<file path="config.mk">
export PLATFORM = sky130hd
export DESIGN_NAME = gemm_c_writeback
export DESIGN_NICKNAME = d
export VERILOG_FILES = /design/src/rtl/gemm_pkg.sv /design/src/rtl/gemm_wb_addr_gen.sv /design/src/rtl/gemm_c_writeback.sv
export SDC_FILE = /design/constraint.sdc
export NUM_CORES = 1
export LEC_CHECK = 0
export CAP_MARGIN = 20
export CORE_MARGIN = 4
export CORE_UTILIZATION = 30
export DETAILED_ROUTE_END_ITERATION = 8
export HOLD_SLACK_MARGIN = 0.15
export SYNTH_ARGS = -nofsm -noshare
export SYNTH_HDL_FRONTEND = slang
export SYNTH_SLANG_ARGS = --single-unit
</file>
<file path="constraint.sdc">
create_clock -name clk_i -period 15.2 [get_ports clk_i]
set_clock_uncertainty 0.15 [all_clocks]
set_input_delay 3.04 -clock clk_i [delete_from_list [all_inputs] [get_ports clk_i]]
set_output_delay 3.04 -clock clk_i [all_outputs]
set_load 0.02 [all_outputs]
</file>
<file path="src/rtl/gemm_pkg.sv">
// rtl/gemm_pkg.sv - shared types and default geometry for the GeMM C-tile writeback path.
package gemm_pkg;

  localparam int GemmOutDataWidth  = 32;
  localparam int GemmAddrWidth     = 16;
  localparam int GemmSizeAddrWidth = 8;
  localparam int GemmM             = 4;
  localparam int GemmN             = 4;

  localparam int TileElems    = GemmM * GemmN;
  localparam int TileIdxWidth = $clog2(TileElems);

  typedef logic [GemmOutDataWidth-1:0] tile_elems_t [0:TileElems-1];

  typedef enum logic {
    IDLE,
    DRAIN
  } wb_state_e;

endpackage

</file>
<file path="src/rtl/gemm_wb_addr_gen.sv">
// rtl/gemm_wb_addr_gen.sv - row-major element walker for one tile.
// A running row base (+= stride per row) replaces the m*stride multiply.
module gemm_wb_addr_gen
  import gemm_pkg::*;
#(
  parameter int AddrWidth     = GemmAddrWidth,
  parameter int SizeAddrWidth = GemmSizeAddrWidth,
  parameter int M             = GemmM,
  parameter int N             = GemmN,
  parameter int IdxWidth      = $clog2(M * N)
) (
  input  logic                     clk_i,
  input  logic                     rst_ni,
  input  logic [AddrWidth-1:0]     base_i,
  input  logic [SizeAddrWidth-1:0] stride_i,
  input  logic                     advance_i,
  output logic [AddrWidth-1:0]     addr_o,
  output logic                     last_o,
  output logic [IdxWidth-1:0]      elem_o
);

  localparam int MW = (M > 1) ? $clog2(M) : 1;
  localparam int NW = (N > 1) ? $clog2(N) : 1;

  logic [MW-1:0]        m_q;
  logic [NW-1:0]        n_q;
  logic [IdxWidth-1:0]  e_q;
  logic [AddrWidth-1:0] row_q;

  assign last_o = (m_q == MW'(M - 1)) && (n_q == NW'(N - 1));
  assign addr_o = base_i + row_q + AddrWidth'(n_q);
  assign elem_o = e_q;

  always_ff @(posedge clk_i or negedge rst_ni) begin
    if (!rst_ni) begin
      m_q   <= '0;
      n_q   <= '0;
      e_q   <= '0;
      row_q <= '0;
    end else if (advance_i) begin
      if (last_o) begin
        m_q   <= '0;
        n_q   <= '0;
        e_q   <= '0;
        row_q <= '0;
      end else begin
        e_q <= e_q + 1'b1;
        if (n_q == NW'(N - 1)) begin
          n_q   <= '0;
          m_q   <= m_q + 1'b1;
          row_q <= row_q + AddrWidth'(stride_i);
        end else begin
          n_q <= n_q + 1'b1;
        end
      end
    end
  end

endmodule

</file>
<file path="src/rtl/gemm_c_writeback.sv">
// rtl/gemm_c_writeback.sv - captures M x N result tiles into a 2-slot buffer and drains them word by word to C SRAM.
// Optional GEMM_WB_PERF_CNT_EN adds saturating stall-cycle and completed-tile counters.
module gemm_c_writeback
  import gemm_pkg::*;
#(
  parameter int OutDataWidth  = GemmOutDataWidth,
  parameter int AddrWidth     = GemmAddrWidth,
  parameter int SizeAddrWidth = GemmSizeAddrWidth,
  parameter int M             = GemmM,
  parameter int N             = GemmN
) (
  input  logic                     clk_i,
  input  logic                     rst_ni,
  input  logic                     tile_we_i,
  input  logic [AddrWidth-1:0]     tile_base_i,
  input  logic [SizeAddrWidth-1:0] tile_stride_i,
  input  logic [OutDataWidth-1:0]  tile_data_i [M*N],
  output logic                     tile_ready_o,
  output logic                     mem_req_o,
  output logic [AddrWidth-1:0]     mem_addr_o,
  output logic [OutDataWidth-1:0]  mem_wdata_o,
  input  logic                     mem_gnt_i,
  output logic                     idle_o,
  output logic                     overflow_o
`ifdef GEMM_WB_PERF_CNT_EN
  ,
  output logic [31:0]              stall_cycles_o,
  output logic [15:0]              tiles_done_o
`endif
);

  localparam int Elems    = M * N;
  localparam int IdxWidth = $clog2(Elems);

  logic [OutDataWidth-1:0]  slot_data   [2][Elems];
  logic [AddrWidth-1:0]     slot_base   [2];
  logic [SizeAddrWidth-1:0] slot_stride [2];

  logic [1:0]          occ_q, occ_d;
  logic                wr_ptr_q, rd_ptr_q;
  logic                ready_q, overflow_q;
  wb_state_e           state_q, state_d;
  logic                accept, xfer, done, last;
  logic [AddrWidth-1:0] gen_addr;
  logic [IdxWidth-1:0] elem;

  assign accept = tile_we_i & ready_q;
  assign xfer   = mem_req_o & mem_gnt_i;
  assign done   = xfer & last;
  assign occ_d  = occ_q + 2'(accept) - 2'(done);

  gemm_wb_addr_gen #(
    .AddrWidth    (AddrWidth),
    .SizeAddrWidth(SizeAddrWidth),
    .M            (M),
    .N            (N),
    .IdxWidth     (IdxWidth)
  ) u_addr_gen (
    .clk_i    (clk_i),
    .rst_ni   (rst_ni),
    .base_i   (slot_base[rd_ptr_q]),
    .stride_i (slot_stride[rd_ptr_q]),
    .advance_i(xfer),
    .addr_o   (gen_addr),
    .last_o   (last),
    .elem_o   (elem)
  );

  // Tile payload needs no reset: it is only observed through a gated mem_wdata_o.
  always_ff @(posedge clk_i) begin
    if (accept) slot_data[wr_ptr_q] <= tile_data_i;
  end

  always_ff @(posedge clk_i or negedge rst_ni) begin
    if (!rst_ni) begin
      occ_q       <= '0;
      wr_ptr_q    <= 1'b0;
      rd_ptr_q    <= 1'b0;
      ready_q     <= 1'b1;
      overflow_q  <= 1'b0;
      slot_base   <= '{default: '0};
      slot_stride <= '{default: '0};
    end else begin
      occ_q   <= occ_d;
      ready_q <= (occ_d < 2'd2);
      if (tile_we_i && !ready_q) overflow_q <= 1'b1;
      if (accept) begin
        slot_base[wr_ptr_q]   <= tile_base_i;
        slot_stride[wr_ptr_q] <= tile_stride_i;
        wr_ptr_q              <= ~wr_ptr_q;
      end
      if (done) rd_ptr_q <= ~rd_ptr_q;
    end
  end

  always_ff @(posedge clk_i or negedge rst_ni) begin
    if (!rst_ni) state_q <= IDLE;
    else         state_q <= state_d;
  end

  // Entering DRAIN on the accept edge itself gives the one-cycle request latency.
  always_comb begin
    state_d = state_q;
    case (state_q)
      IDLE:    if (occ_d != 2'd0) state_d = DRAIN;
      DRAIN:   if (done && occ_d == 2'd0) state_d = IDLE;
      default: state_d = IDLE;
    endcase
  end

  always_comb begin
    mem_req_o    = (state_q == DRAIN);
    mem_addr_o   = mem_req_o ? gen_addr : '0;
    mem_wdata_o  = mem_req_o ? slot_data[rd_ptr_q][elem] : '0;
    idle_o       = (occ_q == 2'd0) && !mem_req_o;
    tile_ready_o = ready_q;
    overflow_o   = overflow_q;
  end

`ifdef GEMM_WB_PERF_CNT_EN
  logic [31:0] stall_q;
  logic [15:0] tiles_q;

  always_ff @(posedge clk_i or negedge rst_ni) begin
    if (!rst_ni) begin
      stall_q <= '0;
      tiles_q <= '0;
    end else begin
      if (mem_req_o && !mem_gnt_i && stall_q != '1) stall_q <= stall_q + 1'b1;
      if (done && tiles_q != '1) tiles_q <= tiles_q + 1'b1;
    end
  end

  assign stall_cycles_o = stall_q;
  assign tiles_done_o   = tiles_q;
`endif

endmodule
</file>
==> impl_metrics.py, run 1 <==
metrics = {
    "run_status": {
        "run_status": "completed",
    },
    "logic_synthesis": {
        "synth_flop_cell": "edfxtp_1",
        "synth-async-reset-ratio_pct": 7.16,
        "ys_ff_latch": 1103,
        "synthCells": 2084,
        "synth_edf_count": 1024,
        "netlist_area_sq_um": 43700,
        "yosysUniqueCellTypes": 54,
        "post_synth.cell_area_avg_sq_um": 21.0,
        "seq_area_frac_synth_pct": 74.9,
        "synthesis.nets": 2669,
        "yosysWarnings": 0,
    },
    "critical_path": {
        "r2r-start": "tile_ready_o",
        "crit_family": "buffers and inverters",
        "critical_path_class": "flip-flop to output port",
        "max_stage_delay_ns": 0.92,
        "arrival_ns": 5.46,
        "endpoint_kind": "output port",
        "r2r_slack_ns": 10.94,
        "crit_fanout": 58,
        "path_buf_inv": 3,
        "path_cells": "buf_4 > buf_4 > mux4_2 > mux2_2 > o22ai_1 > nor4_1 > clkdlybuf4s50_1",
        "worst_r2r_path_depth": 5,
        "setup.worst_path.start_class": "flip-flop",
        "critPathRequiredTime_ns": 12.01,
        "cp.depth": 7,
        "crit_path_frequent_cell": "buf_4",
        "reg2reg_to": "slot_data[0][500]",
        "cp_slowest_cell": "dfrtp_4",
    },
    "min_path": {
        "holdPathStages": 1,
        "hold_path_end": "overflow_o",
        "hp-class": "flip-flop to flip-flop",
        "hp-start": "overflow_o",
    },
    "placed_design": {
        "dpl.cell_count": 4497,
        "gp_congestion": 0.787,
        "io_buffers": 591,
        "dp_hpwl_um": 78700,
    },
    "power": {
        "ir_drop_mv": 0.124,
        "p_clk_share_pct": 26.4,
        "p_seq_share_pct": 40.6,
        "p_switching_mw": 3.36,
        "comb_power_share_pct": 33.0,
        "power.internal_mw": 7.12,
        "swShare_pct": 32.0,
        "p_leak_nw": 18.2,
        "power.density_nw_per_um2": 189,
    },
    "routing": {
        "vias": 22663,
        "drcViolationCount": 0,
        "ant_nets": 0,
        "firstDrtPassIters": 5,
        "drt_first_iter_violations": 1716,
        "wl_um": 116000,
        "routedWlPerCell_um": 24.5,
        "viasPerCell": 4.78,
    },
    "sta": {
        "final-setup-viol-count": 0,
        "tightest_slew_ns": 1.16,
        "fmax_mhz": 116,
        "slew_headroom_pct": 22.8,
        "tns_ns": 0,
        "finalCriticalPeriod_ns": 8.65,
        "maxSlewViolCount": 0,
        "rsz0062_at_grt": "no",
        "fin_crit_sh_pct": 56.9,
        "finalHoldViolCount": 0,
    },
    "finish": {
        "final_cells": 4745,
        "final_util_pct": 38.5,
        "area_growth_syn_to_layout_pct": 26.9,
        "final_nets": 3298,
        "filler_cell_count": 13036,
        "drive_above_1_share_pct": 19.2,
    },
    "clocking": {
        "cts.sinks": 1103,
        "h-tree-depth": 3,
        "cts_made_buffers": 117,
        "clockRootBuffer": "clkbuf_16",
        "insertion_delay_ns": 0.75,
        "cts_setup_buffers": 0,
        "cts.clk_slew.worst_paths_ns": 0.06,
        "clk_path_buf_depth": 3,
        "cts_tree": "done",
        "cts_hold_buf": 0,
        "cts_resized": 0,
    },
    "grt": {
        "grt_pass1_vias": 23684,
        "grt-ovfl-total": 0,
        "grt_pass1_wl_um": 164000,
        "grtUsageTotal_pct": 14.9,
        "antenna_found_initial": 59,
        "grt_max_degree": 154,
    },
    "die": {
        "io_pins": 592,
        "fp-row-count": 139,
        "die_w_um": 390,
        "initial_utilization_pct": 30.3,
        "die_area_sq_um": 152000,
        "coreArea_sq_um": 144000,
        "die_y_um": 390,
    },
    "run": {
        "max_cap_viol_count": 0,
    },
}
worst max path at each step:
stage,slack [ns],from,end
after global placement,7.15,u_addr_gen.elem_o[0],mem_wdata_o[4]
after floorplan,0.83,tile_we_i,slot_data[1][0]
after global routing,6.16,u_addr_gen.elem_o[0],mem_wdata_o[22]
final,6.55,u_addr_gen.elem_o[0],mem_wdata_o[4]
after CTS,6.29,u_addr_gen.elem_o[0],mem_wdata_o[22]
after detailed placement,7.12,u_addr_gen.elem_o[0],mem_wdata_o[4]
metrics by stage:
stage               setup WS [ns]  hold slack, ns  cell area, sq um  total power, mW
floorplan                   0.828           0.292             43700             6.65
global placement             7.15           0.292             51600             7.81
detailed placement           7.12           0.300             51600             7.83
CTS                          6.29           0.313             55400             10.6
global route                 6.16           0.327             55400             11.0
finish                       6.55           0.311             55500             10.5
synth_stat cells (all sizes together), types with 9 or more instances:
cell type	n	area, sq um
buf	64	508
edfxtp	1024	30700
mux4	256	5830
xnor2	9	78.8
nor3	12	60.1
nor4	26	163
nor2	22	82.6
mux2i	11	110
mux2	102	1150
ha	41	513
o22ai	58	363
nand2	106	398
nor2b	32	200
o21ai	19	95.1
nand3	14	70.1
clkbuf	43	203
or3	9	56.3
inv	14	52.6
dfrtp	78	1950
a21oi	27	135
a211oi	42	320
worst reg2reg max path, cell delays in order (launching register included):
cell     delay (ns)
dfstp_2        0.61
nand2_1        0.12
or2_2          0.58
inv_8          0.64
buf_4          0.83
buf_12         0.62
area by class of cell:
cell class	count	area [sq um]	share of cell area [%]
tap	1903	2380	4.29
sequential	1103	32700	59.0
clock buffer	144	3030	5.46
multi-input combinational	860	10200	18.5
clock inverter	70	727	1.31
inverter	14	67.6	0.122
timing repair buffer	617	6210	11.2
antenna	34	85.1	0.153
layer usage:
layer,wire length [um],track usage [%],vias to the layer above,share of wire (%)
li1,-,-,10003,-
met1,46500,18.7,11752,40
met2,57000,24.5,702,49
met3,9660,5.04,176,8.3
met4,2860,4.83,30,2.5
met5,214,0,-,0.18
state kept, by name, summed over array words and instances, names as in the netlist, 2 cells and up:
| name | flops |
|---|---|
| occ_q | 2 |
| slot_base | 32 |
| slot_data | 1024 |
| slot_stride | 16 |
| u_addr_gen.elem_o | 4 |
| u_addr_gen.m_q | 2 |
| u_addr_gen.n_q | 2 |
| u_addr_gen.row_q | 16 |
kinds of logic after synthesis:
| group | share of synthesized area, % |
|---|---|
| buffers and inverters | 1.75 |
| AOI/OAI and AO/OA | 2.60 |
| muxes | 16.2 |
| adders and majority gates | 1.36 |
| DFF | 74.9 |
| xor gates and xnor gates | 0.321 |
| and+or+nand+nor | 2.90 |
power by group through the flow:
stage               Combinational (mW)  Sequential [mW]  Clock, mW
finish                            3.46             4.25       2.77
global route                      3.73             4.31       2.98
CTS                               3.53             4.26       2.85
detailed placement                3.52             4.32          0
global placement                  3.51             4.30          0
floorplan                         2.22             4.43          0
placed cells by master, fill, tap and decap left out, drive strengths merged, types with 19 or more instances in the layout:
cell           netlist  routed
a211oi              42      42
a21oi               27      27
buf                 64      27
clkbuf              43     144
clkdlybuf4s50        0     590
clkinv               0      57
dfrtp               78      78
diode                0      34
edfxtp            1024    1024
ha                  41      41
mux2               102     102
mux4               256     256
nand2              106     106
nor2                22      22
nor2b               32      32
nor4                26      26
o21ai               19      19
o22ai               58      58
Power figures use the tool's default switching activity.
==> run 2, diff against run 1 <==
==> constraint.sdc (replaced) <==
create_clock -name clk_i -period 7.1 [get_ports clk_i]
set_clock_uncertainty 0.15 [all_clocks]
set_input_delay 1.42 -clock clk_i [delete_from_list [all_inputs] [get_ports clk_i]]
set_output_delay 1.42 -clock clk_i [all_outputs]
set_load 0.02 [all_outputs]
==> run 2 against run 1 <==
  * Setup slack got worse by 6.0 ns
  * Critical path depth rose by 3
  * Register-to-register slack got worse by 7.7 ns
  * Sequential power rose by 110%
  * Count of clock-buffer cells in the layout fell by 4
  * Cell area rose by 0.55%
  * Total power rose by 110%
  * Largest power group unchanged
==> impl_metrics.py, run 2 (synthesis gave the netlist of run 1 again) <==
metrics = {
    "run_status": {
        "run_status": "completed",
    },
    "die": {
        "fp-row-count": 139,
        "initial_utilization_pct": 30.3,
        "coreArea_sq_um": 144000,
        "die_y_um": 390,
        "die_area_sq_um": 152000,
        "io_pins": 592,
        "die_w_um": 390,
    },
    "sta": {
        "finalCriticalPeriod_ns": 6.58,
        "hold-worst-slack_ns": 0.318,
        "rsz0062_at_grt": "no",
        "fmax_mhz": 152,
        "slew_headroom_pct": 31.3,
        "finalHoldViolCount": 0,
        "tns_ns": 0,
        "final-setup-viol-count": 0,
        "maxSlewViolCount": 0,
        "tightest_slew_ns": 1.03,
        "fin_crit_sh_pct": 92.7,
    },
    "placed_design": {
        "gp_congestion": 0.811,
        "dpl_cell_area_sq_um": 51900,
        "dp_hpwl_um": 81900,
        "io_buffers": 591,
    },
    "finish": {
        "filler_cell_count": 12998,
        "mostFrequentLayoutCell": "edfxtp_1",
        "top_register": "slot_data",
        "final_util_pct": 38.7,
        "final_nets": 3322,
        "largest_reg_flops": 1024,
        "finalInstanceArea_sq_um": 55800,
        "area_growth_syn_to_layout_pct": 27.6,
        "drive_above_1_share_pct": 20.2,
        "layout_common_cells": "edfxtp_1 (1024), clkdlybuf4s50_1 (590), mux4_2 (239)",
        "reg_top3": "slot_data x1024, slot_base x32",
    },
    "min_path": {
        "hp-start": "slot_stride[15]",
        "hp-class": "flip-flop to flip-flop",
        "holdPathStages": 2,
    },
    "critical_path": {
        "path_cells": "mux2_2 > fa_1 > ha_1 > fa_1 > a21oi_1 > o211a_1 > nor2_1 > a221oi_1 > mux2i_1 > clkdlybuf4s50_1",
        "worstSetupStartpoint": "rd_ptr_q",
        "r2r-start": "rd_ptr_q",
        "worst_r2r_path_depth": 9,
        "path_buf_inv": 1,
        "endpoint_kind": "output port",
        "r2r_slack_ns": 3.23,
        "cp_slowest_cell": "dfrtp_4",
        "max_stage_delay_ns": 0.85,
        "setup.worst_path.start_class": "flip-flop",
        "crit_path_frequent_cell": "fa_1",
        "cp.depth": 10,
        "arrival_ns": 5.01,
        "critPathRequiredTime_ns": 5.53,
        "critical_path_class": "flip-flop to output port",
        "crit_family": "adder cells",
        "crit_fanout": 32,
    },
    "grt": {
        "grt-ovfl-total": 0,
        "grt_max_degree": 122,
        "antenna_found_initial": 62,
        "grt_pass1_vias": 23985,
        "grtUsageTotal_pct": 14.9,
        "grt_pass1_wl_um": 164000,
    },
    "clocking": {
        "cts_resized": 0,
        "cts.sinks": 1103,
        "cts.clk_slew.worst_paths_ns": 0.06,
        "cts_made_buffers": 117,
        "h-tree-depth": 3,
        "clk_path_buf_depth": 3,
        "cts_hold_buf": 0,
        "insertion_delay_ns": 0.73,
        "cts_setup_buffers": 0,
        "clockRootBuffer": "clkbuf_16",
        "cts_tree": "done",
    },
    "routing": {
        "wl_um": 116000,
        "drt_first_iter_violations": 1467,
        "firstDrtPassIters": 5,
        "ant_nets": 0,
        "routedWlPerCell_um": 24.3,
        "vias": 22515,
        "drcViolationCount": 0,
        "viasPerCell": 4.73,
    },
    "power": {
        "p_leak_nw": 18.3,
        "ir_drop_mv": 0.260,
        "power.density_nw_per_um2": 402,
    },
    "run": {
        "max_cap_viol_count": 0,
    },
}
## run 2: worst register-to-register path: cells and delay by family, from the launching register on
family,cells,cell delay [ns]
AO/OA/AOI/OAI,5,1.39
adder cells (fa/ha/maj),2,0.65
buffers and inverters,1,0.36
flip-flops,1,0.85
multiplexers,1,0.40
## run 2: final timing paths
| check | endpoint |
|---|---|
| max | mem_addr_o[13] |
| min | slot_stride[15] |
| max reg2reg | u_addr_gen.row_q[14] |
| min reg2reg | slot_stride[15] |
| max in group asynchronous | u_addr_gen.elem_o[0] |
| min in group asynchronous | overflow_o |
## run 2: per-stage QoR
step / total power, mW / instances / worst slack (ns)
2_1_floorplan: 14.0 / 2084 / -2.83
5_1_grt: 23.6 / 4743 / 0.201
3_3_place_gp: 16.7 / 4521 / 1.23
3_5_place_dp: 16.8 / 4521 / 1.26
4_1_cts: 22.8 / 4733 / 0.374
6_report: 22.4 / 4765 / 0.520
## run 2: per-layer routing
metal | global-route usage [%] | wire length, um
met1 | 18.8 | 47300
met2 | 24.4 | 56500
met3 | 5.36 | 9460
met4 | 3.98 | 2300
met5 | 0 | 313
## run 2: final cells by class
class,count,area [sq um],share of cell area [%]
flip-flops and latches,1103,32700,58.7
clock buffers,140,3010,5.40
diodes,32,80.1,0.144
repair buffers,641,6500,11.7
multi-input cells,860,10200,18.4
well taps,1903,2380,4.27
inverters,14,63.8,0.114
clock inverters,72,749,1.34
## run 2: power by group
part           total, mW  switching [mW]  internal, mW  leakage [nW]
clock               5.93            2.56          3.37          1.81
sequential          9.07           0.482          8.59          10.4
combinational       7.42            4.09          3.33          6.15
total               22.4            7.13          15.3          18.3
